==> config.mk <==
export PLATFORM = sky130hd
export DESIGN_NAME = cpu_mem_arbiter
export DESIGN_NICKNAME = d
export VERILOG_FILES = /design/src/rtl/cpu_mem_arbiter_pkg.sv /design/src/rtl/cpu_mem_arbiter_id_fifo.sv /design/src/rtl/cpu_mem_arbiter.sv
export SDC_FILE = /design/constraint.sdc
export NUM_CORES = 1
export LEC_CHECK = 0
export ABC_AREA = 1
export BUFFER_PORTS_ARGS = -buffer_cell sky130_fd_sc_hd__buf_2
export CAP_MARGIN = 25
export CORE_AREA = 2 2 108 110
export CTS_CLUSTER_SIZE = 24
export DETAILED_ROUTE_END_ITERATION = 8
export DIE_AREA = 0 0 110 112
export GPL_TIMING_DRIVEN = 0
export HOLD_SLACK_MARGIN = 0.03
export REMOVE_ABC_BUFFERS = 1
export SLEW_MARGIN = 25
export SYNTH_ARGS = -nofsm -noshare
export SYNTH_HDL_FRONTEND = slang
export SYNTH_SLANG_ARGS = --single-unit
==> constraint.sdc <==
create_clock -name clk -period 4.3 [get_ports clk]
set_clock_uncertainty 0.15 [all_clocks]
set_input_delay 0.43 -clock clk [delete_from_list [all_inputs] [get_ports clk]]
set_output_delay 0.43 -clock clk [all_outputs]
set_load 0.02 [all_outputs]
==> src/rtl/cpu_mem_arbiter_pkg.sv <==
// ============================================================================
// Module   : cpu_mem_arbiter_pkg
// Brief    : Shared requester IDs, size encodings and like-SRAM bus widths.
// Revision : 1.0
// ============================================================================
`default_nettype none

package cpu_mem_arbiter_pkg;

    localparam logic ID_INST = 1'b0;
    localparam logic ID_DATA = 1'b1;

    localparam logic [1:0] SIZE_B = 2'd0;
    localparam logic [1:0] SIZE_H = 2'd1;
    localparam logic [1:0] SIZE_W = 2'd2;

    localparam int BUS_AW = 32;
    localparam int BUS_DW = 32;
    localparam int BUS_SW = 4;

endpackage

`default_nettype wire

==> src/rtl/cpu_mem_arbiter_id_fifo.sv <==
// ============================================================================
// Module   : arb_id_fifo
// Brief    : 1-bit wide circular FIFO holding the owner of each outstanding
//            memory transaction; push and pop may happen in the same cycle.
// Revision : 1.0
// ============================================================================
`default_nettype none

module arb_id_fifo #(
    parameter int DEPTH = 4
) (
    input  logic clk,
    input  logic reset,
    input  logic i_push,
    input  logic i_pop,
    input  logic i_din,
    output logic o_head,
    output logic o_full,
    output logic o_empty
);

    localparam int PW = $clog2(DEPTH);
    localparam int CW = PW + 1;

    logic [DEPTH-1:0] r_mem;
    logic [PW-1:0]    r_wptr;
    logic [PW-1:0]    r_rptr;
    logic [CW-1:0]    r_cnt;

    logic w_push;
    logic w_pop;

    assign w_push  = i_push && !o_full;
    assign w_pop   = i_pop && !o_empty;
    assign o_full  = (r_cnt == CW'(DEPTH));
    assign o_empty = (r_cnt == '0);
    assign o_head  = r_mem[r_rptr];

    // DEPTH is a power of two, so the pointers wrap on natural overflow.
    always_ff @(posedge clk) begin
        if (reset) begin
            r_mem  <= '0;
            r_wptr <= '0;
            r_rptr <= '0;
            r_cnt  <= '0;
        end else begin
            if (w_push) begin
                r_mem[r_wptr] <= i_din;
                r_wptr        <= r_wptr + 1'b1;
            end
            if (w_pop) begin
                r_rptr <= r_rptr + 1'b1;
            end
            case ({w_push, w_pop})
                2'b10:   r_cnt <= r_cnt + 1'b1;
                2'b01:   r_cnt <= r_cnt - 1'b1;
                default: r_cnt <= r_cnt;
            endcase
        end
    end

endmodule

`default_nettype wire

==> src/rtl/cpu_mem_arbiter.sv <==
// ============================================================================
// Module   : cpu_mem_arbiter
// Brief    : Shares one like-SRAM port between instruction fetch and data
//            access; routes in-order responses back via an owner-ID FIFO.
//            Define ARB_RR_EN for round-robin, else fixed data priority.
// Revision : 1.0
// ============================================================================
`default_nettype none

module cpu_mem_arbiter
    import cpu_mem_arbiter_pkg::*;
#(
    parameter int MAX_OUTSTANDING = 4
) (
    input  logic              clk,
    input  logic              reset,

    input  logic              inst_req,
    input  logic [BUS_AW-1:0] inst_addr,
    output logic              inst_addr_ok,
    output logic              inst_data_ok,
    output logic [BUS_DW-1:0] inst_rdata,

    input  logic              data_req,
    input  logic              data_wr,
    input  logic [1:0]        data_size,
    input  logic [BUS_SW-1:0] data_wstrb,
    input  logic [BUS_AW-1:0] data_addr,
    input  logic [BUS_DW-1:0] data_wdata,
    output logic              data_addr_ok,
    output logic              data_data_ok,
    output logic [BUS_DW-1:0] data_rdata,

    output logic              mem_req,
    output logic              mem_wr,
    output logic [1:0]        mem_size,
    output logic [BUS_SW-1:0] mem_wstrb,
    output logic [BUS_AW-1:0] mem_addr,
    output logic [BUS_DW-1:0] mem_wdata,
    input  logic              mem_addr_ok,
    input  logic              mem_data_ok,
    input  logic [BUS_DW-1:0] mem_rdata
);

    logic w_full;
    logic w_empty;
    logic w_head;
    logic w_sel_data;
    logic w_grant_ok;
    logic w_accept;
    logic w_pop;

`ifdef ARB_RR_EN
    logic r_last_grant;

    // Reset to "instruction last" so data wins the first contended cycle.
    always_ff @(posedge clk) begin
        if (reset) begin
            r_last_grant <= ID_INST;
        end else if (w_accept) begin
            r_last_grant <= w_sel_data;
        end
    end

    assign w_sel_data = data_req && (!inst_req || (r_last_grant == ID_INST));
`else
    assign w_sel_data = data_req;
`endif

    // Full is registered state, so a pop this cycle re-opens the port next cycle.
    assign w_grant_ok = !reset && !w_full && (inst_req || data_req);

    always_comb begin
        mem_req   = 1'b0;
        mem_wr    = 1'b0;
        mem_size  = 2'd0;
        mem_wstrb = '0;
        mem_addr  = '0;
        mem_wdata = '0;
        if (w_grant_ok) begin
            mem_req = 1'b1;
            if (w_sel_data) begin
                mem_wr    = data_wr;
                mem_size  = data_size;
                mem_wstrb = data_wstrb;
                mem_addr  = data_addr;
                mem_wdata = data_wdata;
            end else begin
                mem_size  = SIZE_W;
                mem_addr  = inst_addr;
            end
        end
    end

    assign w_accept     = mem_req && mem_addr_ok;
    assign inst_addr_ok = w_accept && !w_sel_data;
    assign data_addr_ok = w_accept && w_sel_data;

    // Responses with nothing outstanding are dropped rather than routed.
    assign w_pop        = mem_data_ok && !w_empty && !reset;
    assign inst_data_ok = w_pop && (w_head == ID_INST);
    assign data_data_ok = w_pop && (w_head == ID_DATA);
    assign inst_rdata   = inst_data_ok ? mem_rdata : '0;
    assign data_rdata   = data_data_ok ? mem_rdata : '0;

    arb_id_fifo #(
        .DEPTH   (MAX_OUTSTANDING)
    ) u_id_fifo (
        .clk     (clk),
        .reset   (reset),
        .i_push  (w_accept),
        .i_pop   (w_pop),
        .i_din   (w_sel_data),
        .o_head  (w_head),
        .o_full  (w_full),
        .o_empty (w_empty)
    );

endmodule

`default_nettype wire

# Word-level counts from Yosys, hierarchy flattened
# Cells that the tools add are included.
[totals]
ff_bits = 11
elab_cells = 53
in_bits = 141
out_inout_bits = 140
[classes]
bitwise = 1
n_reduce_logical = 19
order_cmp = 3
muxes = 19
n_eq_ne = 3
add_sub_neg = 4
[op_table]
columns = ["cell", "count"]
rows = [
  ["2-to-1 mux 32 bit", 6],
  ["logical AND 1 bit", 12],
  ["2-to-1 mux 4 bit", 2],
  ["less-than comparator 2 x 3 -> 1 bit, second input constant", 2],
  ["case mux 3 bit (2 select lines)", 1],
  ["2-to-1 mux 1 bit", 5],
  ["adder 2 x 1 -> 2 bit, second input constant", 2],
  ["bitwise mux 4 bit", 1],
  ["zero test 1 bit", 4],
  ["2-to-1 mux 2 bit", 2],
  ["adder 3 x 1 -> 3 bit, second input constant", 1],
  ["equality test 3 bit, second input constant", 1],
  ["zero test 3 bit", 1],
  ["subtractor 3 x 1 -> 3 bit, second input constant", 1],
  ["binary-select mux 1 bit (select 2 bit)", 1],
  ["demux 1 bit (select 2 bit)", 1],
  ["equality test 2 x 1 -> 1 bit, second input constant", 1],
  ["equality test 2 bit, second input constant", 1],
  ["greater-or-equal comparator 2 x 1 -> 1 bit, second input constant", 1],
  ["nonzero test 2 bit", 1],
  ["logical OR 1 bit", 1],
  ["NOT 1 bit", 1],
]

# Longest topological paths before layout
# Gate-level depths: netlist (run 1).
[logic_depth]
word_depth = 9
ltp_mapped = 12
ltp_nobuf = 12

# Hierarchy
# Synthesis (run 1) repeated with hierarchy kept, for this count alone.
[unflattened]
hier_cells = 504
hier_area_um2 = 2434.8
[by_module_without_submodules]
columns = ["module", "seq_area_each_um2", "cells_per_inst", "n_inst", "area_each_um2"]
rows = [
  ["cpu_mem_arbiter", 0.0, 406, 1, 1754.2],
  ["arb_id_fifo", 220.2, 98, 1, 680.7],
]

# Least setup slack after synthesis (run 1)
# OpenSTA, ideal clock, no wires.
[synth_path]
path_kind = "input to register"
start = "input port data_req"
end = "register u_id_fifo.r_cnt[2]"
path_slack_ns = 2.305
arrival_ns = 1.726
n_path_buf = 0
required_ns = 4.031
path_stages = 10
setup_time_ns = 0.119
cell_sequence = "nor2_1 nor2_4 nand3_1 ha_1 inv_1 fa_1 nand2_1 nand3_1 o21ai_0 a21oi_1"
[synth_between]
elab_chain_len = 7
elab_cells_between_ends = 9
cone_classes = "eq/ne: 2; mux: 2; reduce/logical: 5"
[synth_lines]
columns = ["item", "line", "text"]
rows = [
  ["from (decl)", "cpu_mem_arbiter.sv:24", "input logic data_req,"],
  ["logical OR 1 bit (*)", "cpu_mem_arbiter.sv:71", "assign w_grant_ok = !reset && !w_full && (inst_req || data_req);"],
  ["logical AND 1 bit (*)", "cpu_mem_arbiter.sv:71", ""],
  ["2-to-1 mux 1 bit (*)", "cpu_mem_arbiter.sv:80", "if (w_grant_ok) begin"],
  ["logical AND 1 bit (*)", "cpu_mem_arbiter.sv:95", "assign w_accept = mem_req && mem_addr_ok;"],
  ["logical AND 1 bit (*)", "cpu_mem_arbiter_id_fifo.sv:33", "assign w_push = i_push && !o_full;"],
  ["equality test 2 x 1 -> 1 bit or equality test 2 bit (tied branches)", "cpu_mem_arbiter_id_fifo.sv:54", "case ({w_push, w_pop})"],
  ["case mux 3 bit (2 select lines) or nonzero test 2 bit (tied branches)", "-", ""],
  ["to (signal assigned)", "cpu_mem_arbiter_id_fifo.sv:55", "2'b10: r_cnt <= r_cnt + 1'b1;"],
  ["to (signal assigned)", "cpu_mem_arbiter_id_fifo.sv:56", "2'b01: r_cnt <= r_cnt - 1'b1;"],
  ["to (signal assigned)", "cpu_mem_arbiter_id_fifo.sv:57", "default: r_cnt <= r_cnt;"],
  ["to (decl)", "cpu_mem_arbiter_id_fifo.sv:28", "logic [CW-1:0] r_cnt;"],
]
# Every way passes the cells marked *; elsewhere a longest branch is shown, timed or not.
# A chain may end at the register's enable or synchronous reset.

# Worst setup path in the final report (run 1)
[layout_path]
start = "input port data_req"
end = "output port mem_addr[26]"
[layout_between]
elab_chain_len = 3
elab_cells_between_ends = 4
cone_classes = "mux: 2; reduce/logical: 2"
[layout_lines]
columns = ["item", "line", "text"]
rows = [
  ["logical OR 1 bit", "cpu_mem_arbiter.sv:71", ""],
  ["logical AND 1 bit", "cpu_mem_arbiter.sv:71", ""],
  ["2-to-1 mux 32 bit (*)", "cpu_mem_arbiter.sv:80", ""],
  ["to (decl)", "cpu_mem_arbiter.sv:38", "output logic [BUS_AW-1:0] mem_addr,"],
]
# Marked as above.

==> flow_metrics.tcl, run 1 <==
set metrics [dict create \
    outcome "completed" \
    ys.warnings.count 0 \
    design_area_um2 3408 \
    cts_tree "done" \
    power_density_nw_per_um2 179.0 \
    synth_top_cell_area_share 0.2343 \
    rsz0062_at_grt "false" \
    synth_top_family_by_area "simple AND/OR/NAND/NOR gates" \
    grt_pass1_vias 2625 \
    cp.arrival_ns 2.69 \
    insertion_delay_ns 0.24 \
    synth_compound_area_frac 0.1178 \
    wire_per_inst_um 10.89 \
    synth-simple-area-share 0.5414 \
    synthTopCellsByArea "nand2_1, nor2_1, dfxtp_1" \
    yosysTopAreaCell "nand2_1" \
    synth_seq_cells 11 \
    synth_xor_area_frac 0.004633 \
    finalMaxSlewViolations 0 \
    path_class "in -> out" \
    yosysUniqueCellTypes 23 \
    hold_path_class "in -> reg" \
    clock.fmax_mhz 305.8 \
    cts_setup_buffers 0 \
    endpoint_kind "output port" \
    syn_inst 387 \
    yosysSeqAreaShare 0.1165 \
    max-vdd-ir-drop_v 0.0001459 \
    drt_iter0_markers 157 \
    final_cells 790 \
    path_max_fanout 77 \
    leakage_nw 2.306 \
    cts_root_buffer "clkbuf_16" \
    port_buffers 280 \
    path_clk_slew_ns 0.04 \
    hold_buffers 0 \
    regToRegEndpoint "u_id_fifo.r_cnt[2]$_SDFFE_PP0P_" \
    die_w_um 110 \
    wl_um 8605 \
    reg2reg_slack_ns 2.07 \
    viasPerCell 3.865 \
    dr_total_vias 3053 \
    n_fill_cell 1321 \
    cp-start-kind "input port" \
    post-route-period-util 0.7606 \
    dp_slack_ns 1.086 \
    clk_path_buf_depth 2 \
    initial_core_util 0.1692 \
    drc 0 \
    grt_pass1_wl_um 12530 \
    slew_headroom 0.3444 \
    track_usage 0.1239 \
    setup_tns_ns 0 \
    worstReg2RegStart "u_id_fifo.r_cnt[0]$_SDFFE_PP0P_" \
    cap_violations 0 \
    cts_buffers 3 \
    p_total_mw 0.6102 \
    synth-adder-area-share 0.04368 \
    cts.htree.levels 1 \
    worst_pin_slew_ns 0.9774 \
    dp_cells 786 \
    setup_violations 0 \
    grt-ovfl-total 0 \
    timing.critical_path.to "mem_addr[26]" \
    grt_max_degree 78 \
    cts.sinks 11 \
    timing.final.ws_setup_ns 1.030 \
    period_needed_ns 3.270 \
    dieArea_um2 12320 \
    cts-resized-gates 0 \
    synth.area.mux_share 0 \
    required_ns 3.72 \
    area_delta_synth_final_pct 80.28 \
    avgSynthCellArea_um2 4.885 \
    crit_start "data_req" \
    detail_route.first_pass.iterations 4 \
    hold_viol_final 0 \
    ios 281 \
    die_height_um 112 \
    place_area_um2 3329 \
    dp_hpwl_um 6876 \
    diodes 0 \
    globalplace.congestion 0.8545 \
    final_nets 795 \
    rows 39 \
    drive_gt1_frac 0.4637 \
    core_area_um2 11170 \
    postRouteAntennaNets 0 \
    syn_area_um2 1891 \
    antenna_found_initial 0 \
    reg2reg_depth 10 \
]
[worst max-delay path, stage by stage]
cell	delay (ns)
buf_4	0.55
clkinv_1	1.00
nand2_1	0.37
a21oi_1	0.09
buf_2	0.19
[sequential cells by signal (all words and copies together) (netlist names)]
signal            cells
u_id_fifo.r_cnt       3
u_id_fifo.r_mem       4
u_id_fifo.r_rptr      2
u_id_fifo.r_wptr      2
[layer usage]
| layer | track usage | up-vias | wire [um] |
|---|---|---|---|
| met5 | 0 | - | 0 |
| met4 | 0.03544 | 0 | 154 |
| met3 | 0.03864 | 15 | 812 |
| met2 | 0.2012 | 121 | 3989 |
| met1 | 0.1561 | 1245 | 3649 |
| li1 | - | 1672 | - |
[layout make-up]
| type | count | area, um^2 | area share |
|---|---|---|---|
| timing repair buffer | 280 | 1404 | 0.4119 |
| multi-input combinational | 303 | 1343 | 0.3939 |
| sequential | 11 | 220.2 | 0.06461 |
| inverter | 49 | 183.9 | 0.05396 |
| tap | 143 | 178.9 | 0.05250 |
| clock buffer | 4 | 78.83 | 0.02313 |
[power by group]
group	total, mW	switching (mW)	internal [mW]
Clock	0.170	0.0459	0.124
Combinational	0.325	0.206	0.120
Sequential	0.115	0.00566	0.109
Total	0.610	0.257	0.353
[metrics by stage]
stage,hold WS (ns),util
after global routing,0.3507,0.3050
after global placement,0.3191,0.2973
final,0.3283,0.3050
after detailed placement,0.3265,0.2980
after CTS,0.3291,0.3050
after floorplan,0.2935,-
[cell usage after synthesis]
cell type / number
a21oi_1: 39
buf_1: 1
buf_2: 11
buf_6: 6
clkbuf_1: 6
clkinv_1: 1
dfxtp_1: 11
fa_1: 1
ha_1: 5
inv_1: 47
inv_2: 1
nand2_1: 118
nand2_2: 4
nand3_1: 5
nand3_4: 1
nand4_1: 4
nor2_1: 109
nor2_2: 9
nor2_4: 2
o211ai_1: 1
o21ai_0: 3
o21ai_1: 1
xor2_1: 1
[logic make-up after synthesis]
group	after synthesis
buffers and inverters	73
AND/OR/NAND/NOR	252
adder cells (fa/ha/maj)	6
XOR/XNOR	1
AO/OA/AOI/OAI	44
flip-flops	11
[worst min-delay path by stage]
| stage | from | endpoint | slack, ns | cells after the start |
|---|---|---|---|---|
| 2_1_floorplan | u_id_fifo.r_cnt[0]$_SDFFE_PP0P_ | u_id_fifo.r_cnt[0]$_SDFFE_PP0P_ | 0.29 | 1 |
| 3_3_place_gp | u_id_fifo.r_cnt[0]$_SDFFE_PP0P_ | u_id_fifo.r_cnt[0]$_SDFFE_PP0P_ | 0.32 | 1 |
| 3_5_place_dp | u_id_fifo.r_cnt[0]$_SDFFE_PP0P_ | u_id_fifo.r_cnt[0]$_SDFFE_PP0P_ | 0.33 | 1 |
| 4_1_cts | mem_data_ok | u_id_fifo.r_rptr[0]$_SDFFE_PP0P_ | 0.33 | 3 |
| 5_1_grt | reset | u_id_fifo.r_rptr[1]$_SDFFE_PP0P_ | 0.35 | 2 |
| 6_report | mem_data_ok | u_id_fifo.r_rptr[0]$_SDFFE_PP0P_ | 0.33 | 3 |
[layout by cell type, fill, tap and decap left out]
master,n
a21oi_1,39
buf_2,279
buf_4,1
clkbuf_1,1
clkbuf_16,3
clkinv_1,1
dfxtp_1,11
fa_1,1
ha_1,5
inv_1,47
inv_2,1
nand2_1,118
nand2_2,3
nand2_4,1
nand3_1,5
nand3_4,1
nand4_1,4
nor2_1,109
nor2_2,9
nor2_4,2
o211ai_1,1
o21ai_0,3
o21ai_1,1
xor2_1,1
Note: power is estimated with default switching activity, not from simulation.
==> run 2, diff against run 1 <==
--- a/config.mk
+++ b/config.mk
@@ -8,10 +8,10 @@
 export ABC_AREA = 1
 export BUFFER_PORTS_ARGS = -buffer_cell sky130_fd_sc_hd__buf_2
 export CAP_MARGIN = 25
-export CORE_AREA = 2 2 108 110
+export CORE_AREA = 2 2 110 112
 export CTS_CLUSTER_SIZE = 24
 export DETAILED_ROUTE_END_ITERATION = 8
-export DIE_AREA = 0 0 110 112
+export DIE_AREA = 0 0 112 114
 export GPL_TIMING_DRIVEN = 0
 export HOLD_SLACK_MARGIN = 0.03
 export REMOVE_ABC_BUFFERS = 1
==> constraint.sdc (replaced) <==
create_clock -name clk -period 3.45 [get_ports clk]
set_clock_uncertainty 0.15 [all_clocks]
set_input_delay 0.345 -clock clk [delete_from_list [all_inputs] [get_ports clk]]
set_output_delay 0.345 -clock clk [all_outputs]
set_load 0.02 [all_outputs]
==> run 2 against run 1 <==
- count of clock-buffer cells in the layout unchanged
- combinational power increased by 26%
- non-clock buffer count is the same
- sequential share of layout area barely moved
- die area up 3.6%
- wire length up 2.0%
- setup slack lost 0.44 ns
- core utilization is 1.3 points lower
- global-route usage is 0.37 points lower
==> flow_metrics.tcl, run 2 (synthesized netlist as in run 1, its figures left out) <==
set metrics [dict create \
    postRouteAntennaNets 0 \
    period_needed_ns 2.865 \
    hold_path_class "in -> reg" \
    viasPerCell 3.914 \
    design_area_um2 3416 \
    final_nets 795 \
    wire_per_inst_um 11.04 \
    grt_pass1_wl_um 13120 \
    cts-resized-gates 0 \
    p_int_mw 0.4396 \
    hold_buffers 0 \
    final_common_cell "buf_2" \
    largest-register "u_id_fifo.r_mem" \
    cp-start-kind "input port" \
    endpoint_kind "output port" \
    dieArea_um2 12770 \
    cts.sinks 11 \
    cts_root_buffer "clkbuf_16" \
    drive_gt1_frac 0.4652 \
    cts_setup_buffers 0 \
    hold-worst-slack_ns 0.2570 \
    antenna_found_initial 1 \
    power_frac_seq 0.188 \
    wl_um 8778 \
    cp.arrival_ns 2.37 \
    grt-ovfl-total 0 \
    ios 281 \
    cap_violations 0 \
    outcome "completed" \
    dr_total_vias 3112 \
    regToRegEndpoint "u_id_fifo.r_cnt[2]$_SDFFE_PP0P_" \
    drc 0 \
    reg2reg_depth 10 \
    rsz0062_at_grt "false" \
    p_comb_frac 0.537 \
    reg_top3 "u_id_fifo.r_mem: 4 flops, u_id_fifo.r_cnt: 3 flops" \
    globalplace.congestion 0.8565 \
    path_class "in -> out" \
    post-route-period-util 0.8305 \
    finalMaxSlewViolations 0 \
    path_clk_slew_ns 0.04 \
    grt_max_degree 78 \
    leakage_nw 2.308 \
    hold_viol_final 0 \
    cts_tree "done" \
    worst_pin_slew_ns 0.7603 \
    die_w_um 112 \
    final_cell_mix "buf_2, nand2_1, nor2_1, inv_1, a21oi_1" \
    p_switching_mw 0.3213 \
    power_density_nw_per_um2 222.8 \
    port_buffers 280 \
    hold_depth 2 \
    slew_headroom 0.4932 \
    detail_route.first_pass.iterations 5 \
    hp-start "reset" \
    place_area_um2 3334 \
    reg2reg_slack_ns 1.22 \
    track_usage 0.1202 \
    rows 40 \
    required_ns 2.95 \
    setup_violations 0 \
    max-vdd-ir-drop_v 0.0002345 \
    path_max_fanout 77 \
    initial_core_util 0.1614 \
    cts_buffers 3 \
    clock.fmax_mhz 349.0 \
    grt_pass1_vias 2704 \
    largest_reg_flops 4 \
    swShare 0.4223 \
    clkPwrFrac 0.275 \
    die_height_um 114 \
    core_area_um2 11710 \
    worstReg2RegStart "u_id_fifo.r_cnt[0]$_SDFFE_PP0P_" \
    insertion_delay_ns 0.23 \
    drt_iter0_markers 114 \
    area_delta_synth_final_pct 80.68 \
    clk_path_buf_depth 2 \
    min_to "u_id_fifo.r_wptr[1]$_SDFFE_PP0P_" \
    dp_hpwl_um 6951 \
    n_fill_cell 1386 \
    cts.htree.levels 1 \
]
-- run 2: changes by cell type in the layout (fill, tap and decap cells not counted), sizes merged --
cell / change
clkinv: -1
diode: +1
inv: +1
-- run 2: worst max-delay path by stage --
stage,end,slack (ns),cells after the start,from
4_1_cts,mem_addr[1],0.37,5,data_req
5_1_grt,mem_addr[6],0.35,6,data_req
2_1_floorplan,mem_addr[0],1.32,4,u_id_fifo.r_cnt[0]$_SDFFE_PP0P_
3_3_place_gp,mem_addr[28],-0.30,5,data_req
3_5_place_dp,mem_addr[1],0.38,5,data_req
6_report,mem_addr[6],0.58,6,data_req
-- run 2: power by group through the flow --
stage	Sequential [mW]	Combinational (mW)	Clock, mW
3_5_place_dp	0.145	0.408	0
3_3_place_gp	0.145	0.407	0
4_1_cts	0.143	0.410	0.214
2_1_floorplan	0.144	0.224	0
6_report	0.143	0.409	0.209
5_1_grt	0.145	0.454	0.219
-- run 2: cell type report --
type,instances,area (um^2),area share
timing repair buffer,280,1404,0.4110
multi-input combinational,303,1343,0.3930
sequential,11,220.2,0.06447
inverter,49,183.9,0.05385
tap,147,183.9,0.05385
clock buffer,4,78.83,0.02308
antenna,1,2.502,0.0007326
-- run 2: worst max-delay path: stages --
cell and delay (ns):
buf_4 0.55, nor2_1 0.18, nor2_4 0.20, nand2_4 0.40, a21oi_1 0.37, buf_2 0.23
-- run 2: layer usage --
metal,vias up,wire length [um],GRT usage
met5,-,0,0
met4,0,71,0.02114
met3,8,808,0.03560
met2,119,4103,0.2016
met1,1311,3795,0.1556
li1,1674,-,-
-- run 2: through the flow --
stage | util | power [mW] | instances | worst slack, ns | setup TNS, ns
detailed placement | 0.2847 | 0.5532 | 790 | 0.3789 | 0
finish | 0.2917 | 0.7609 | 795 | 0.5847 | 0
CTS | 0.2915 | 0.7673 | 794 | 0.3724 | 0
global placement | 0.2841 | 0.5526 | 790 | -0.2991 | -7.081
global route | 0.2917 | 0.8173 | 795 | 0.3547 | 0
floorplan | - | 0.3681 | 363 | 1.317 | 0
==> run 3, diff against run 2 <==
==> constraint.sdc (replaced) <==
create_clock -name clk -period 2.96 [get_ports clk]
set_clock_uncertainty 0.15 [all_clocks]
set_input_delay 0.296 -clock clk [delete_from_list [all_inputs] [get_ports clk]]
set_output_delay 0.296 -clock clk [all_outputs]
set_load 0.02 [all_outputs]
==> run 3 against run 2 <==
- sequential power up 17%
- count of clock-buffer cells in the layout unchanged
- flip-flop and latch count stayed put
- design area up 0.15%
- total power rose by 17%
- clock power is 17% higher
==> flow_metrics.tcl, run 3 (synthesized netlist as in run 1, its figures left out) <==
set metrics [dict create \
    min_to "u_id_fifo.r_wptr[1]$_SDFFE_PP0P_" \
    cts.sinks 11 \
    area_delta_synth_final_pct 80.94 \
    rows 40 \
    drc 0 \
    max-vdd-ir-drop_v 0.0002733 \
    drive_gt1_frac 0.4652 \
    critPathBufInv 2 \
    cts_root_buffer "clkbuf_16" \
    largest_reg_flops 4 \
    hold_depth 2 \
    met2_length_um 4096 \
    grt_pass1_vias 2704 \
    port_buffers 280 \
    grt-ovfl-total 0 \
    leakage_nw 2.309 \
    n_fill_cell 1386 \
    clock.fmax_mhz 386.6 \
    p_total_mw 0.8872 \
    grt_pass1_wl_um 13120 \
    wire_per_inst_um 11.04 \
    crit_family "simple AND/OR/NAND/NOR gates" \
    drt_iter0_markers 114 \
    dp_slack_ns -0.01307 \
    cts_tree "done" \
    post-route-period-util 0.8738 \
    cts_setup_buffers 0 \
    dr_total_vias 3119 \
    dieArea_um2 12770 \
    globalplace.congestion 0.8565 \
    regToRegEndpoint "u_id_fifo.r_cnt[2]$_SDFFE_PP0P_" \
    worstPathCellList "buf_6 -> nor2_1 -> nor2_4 -> nand2_4 -> a21oi_1 -> buf_2" \
    die_height_um 114 \
    power_density_nw_per_um2 259.3 \
    period_needed_ns 2.587 \
    setup_violations 0 \
    final_cell_mix "buf_2, nand2_1, nor2_1, inv_1, a21oi_1" \
    outcome "completed" \
    core_area_um2 11710 \
    antenna_found_initial 1 \
    path_max_fanout 77 \
    timing.final.ws_setup_ns 0.3735 \
    final_nets 795 \
    wl_met1_um 3827 \
    initial_core_util 0.1614 \
    insertion_delay_ns 0.23 \
    dp_hpwl_um 6951 \
    reg_top3 "u_id_fifo.r_mem: 4 flops, u_id_fifo.r_cnt: 3 flops" \
    endpoint_kind "output port" \
    required_ns 2.51 \
    path_class "in -> out" \
    hold_viol_final 0 \
    slew_headroom 0.4970 \
    hp-start "reset" \
    hold_buffers 0 \
    finalMaxSlewViolations 0 \
    track_usage 0.1202 \
    reg2reg_depth 10 \
    cp-start-kind "input port" \
    cap_violations 0 \
    worst_pin_slew_ns 0.7546 \
    largest-register "u_id_fifo.r_mem" \
    cts_buffers 3 \
    viasPerCell 3.923 \
    top_layer "met4" \
    final_common_cell "buf_2" \
    rsz0062_at_grt "false" \
    slowest_delay_ns 0.40 \
    reg2reg_slack_ns 0.73 \
    wl_um 8779 \
    cp.arrival_ns 2.14 \
    clk_path_buf_depth 2 \
    ios 281 \
    crit_slowest_cell "buf_6" \
    dr_wl_met3_um 784 \
    hold_path_class "in -> reg" \
    path_clk_slew_ns 0.04 \
    detail_route.first_pass.iterations 4 \
    grt_max_degree 78 \
    die_w_um 112 \
    worstReg2RegStart "u_id_fifo.r_cnt[0]$_SDFFE_PP0P_" \
    cts.htree.levels 1 \
    postRouteAntennaNets 0 \
]
[run 3: changes by cell type in the layout (fill, tap and decap cells not counted), sizes merged]
cell	previous run	this run
inv	49	48
clkinv	0	1
[run 3: layout make-up]
class	count	area, um^2	share of cell area
antenna	1	2.502	0.0007315
clock buffer	4	78.83	0.02304
inverter	49	185.2	0.05413
multi-input combinational	303	1343	0.3925
sequential	11	220.2	0.06437
tap	147	183.9	0.05377
timing repair buffer	280	1408	0.4115
[run 3: where the power goes]
part           leakage [nW]  internal [mW]  switching, mW  total, mW
registers            0.0896          0.158        0.00870      0.167
logic                  2.18          0.174          0.303      0.476
clock network        0.0382          0.181         0.0630      0.244
total                  2.31          0.513          0.375      0.887
[run 3: repair_timing]
| item | 4_1_cts | 5_1_grt |
|---|---|---|
| gates resized for setup | 1 | 1 |
| endpoints found under the hold margin | 0 | 0 |
| endpoints found under the setup margin | 1 | 1 |
[run 3: worst max path at each step]
stage | startpoint | to | cells past startpoint | slack (ns)
finish | data_req | mem_addr[6] | 6 | 0.37
global route | data_req | mem_addr[6] | 6 | 0.17
CTS | data_req | mem_addr[6] | 6 | 0.26
detailed placement | data_req | mem_addr[1] | 5 | -0.01
global placement | data_req | mem_addr[28] | 5 | -0.69
floorplan | u_id_fifo.r_cnt[0]$_SDFFE_PP0P_ | mem_addr[0] | 4 | 0.88
[run 3: per-layer routing]
metal / up-vias / global-route usage
met3: 8 / 0.03560
met5: - / 0
met1: 1318 / 0.1556
met4: 0 / 0.02114
met2: 119 / 0.2016
li1: 1674 / -
[run 3: worst reg2reg max path: stages, from the launching register on]
cell and delay [ns]:
dfxtp_1 0.33, nor2_1 0.18, nand2_1 0.20, nand3_1 0.24, ha_1 0.21, inv_1 0.06, fa_1 0.37, nand2_1 0.08
nand3_1 0.09, o21ai_0 0.15, a21oi_1 0.05
[run 3: metrics by stage]
step	util	TNS, ns	hold WS, ns	std cells	area (um^2)
6_report	0.2921	0	0.2080	795	3421
3_5_place_dp	0.2847	-0.01307	0.3300	790	3334
4_1_cts	0.2916	0	0.2103	794	3415
5_1_grt	0.2921	0	0.2221	795	3421
3_3_place_gp	0.2841	-35.64	0.3251	790	3327
2_1_floorplan	-	0	0.2151	363	1742
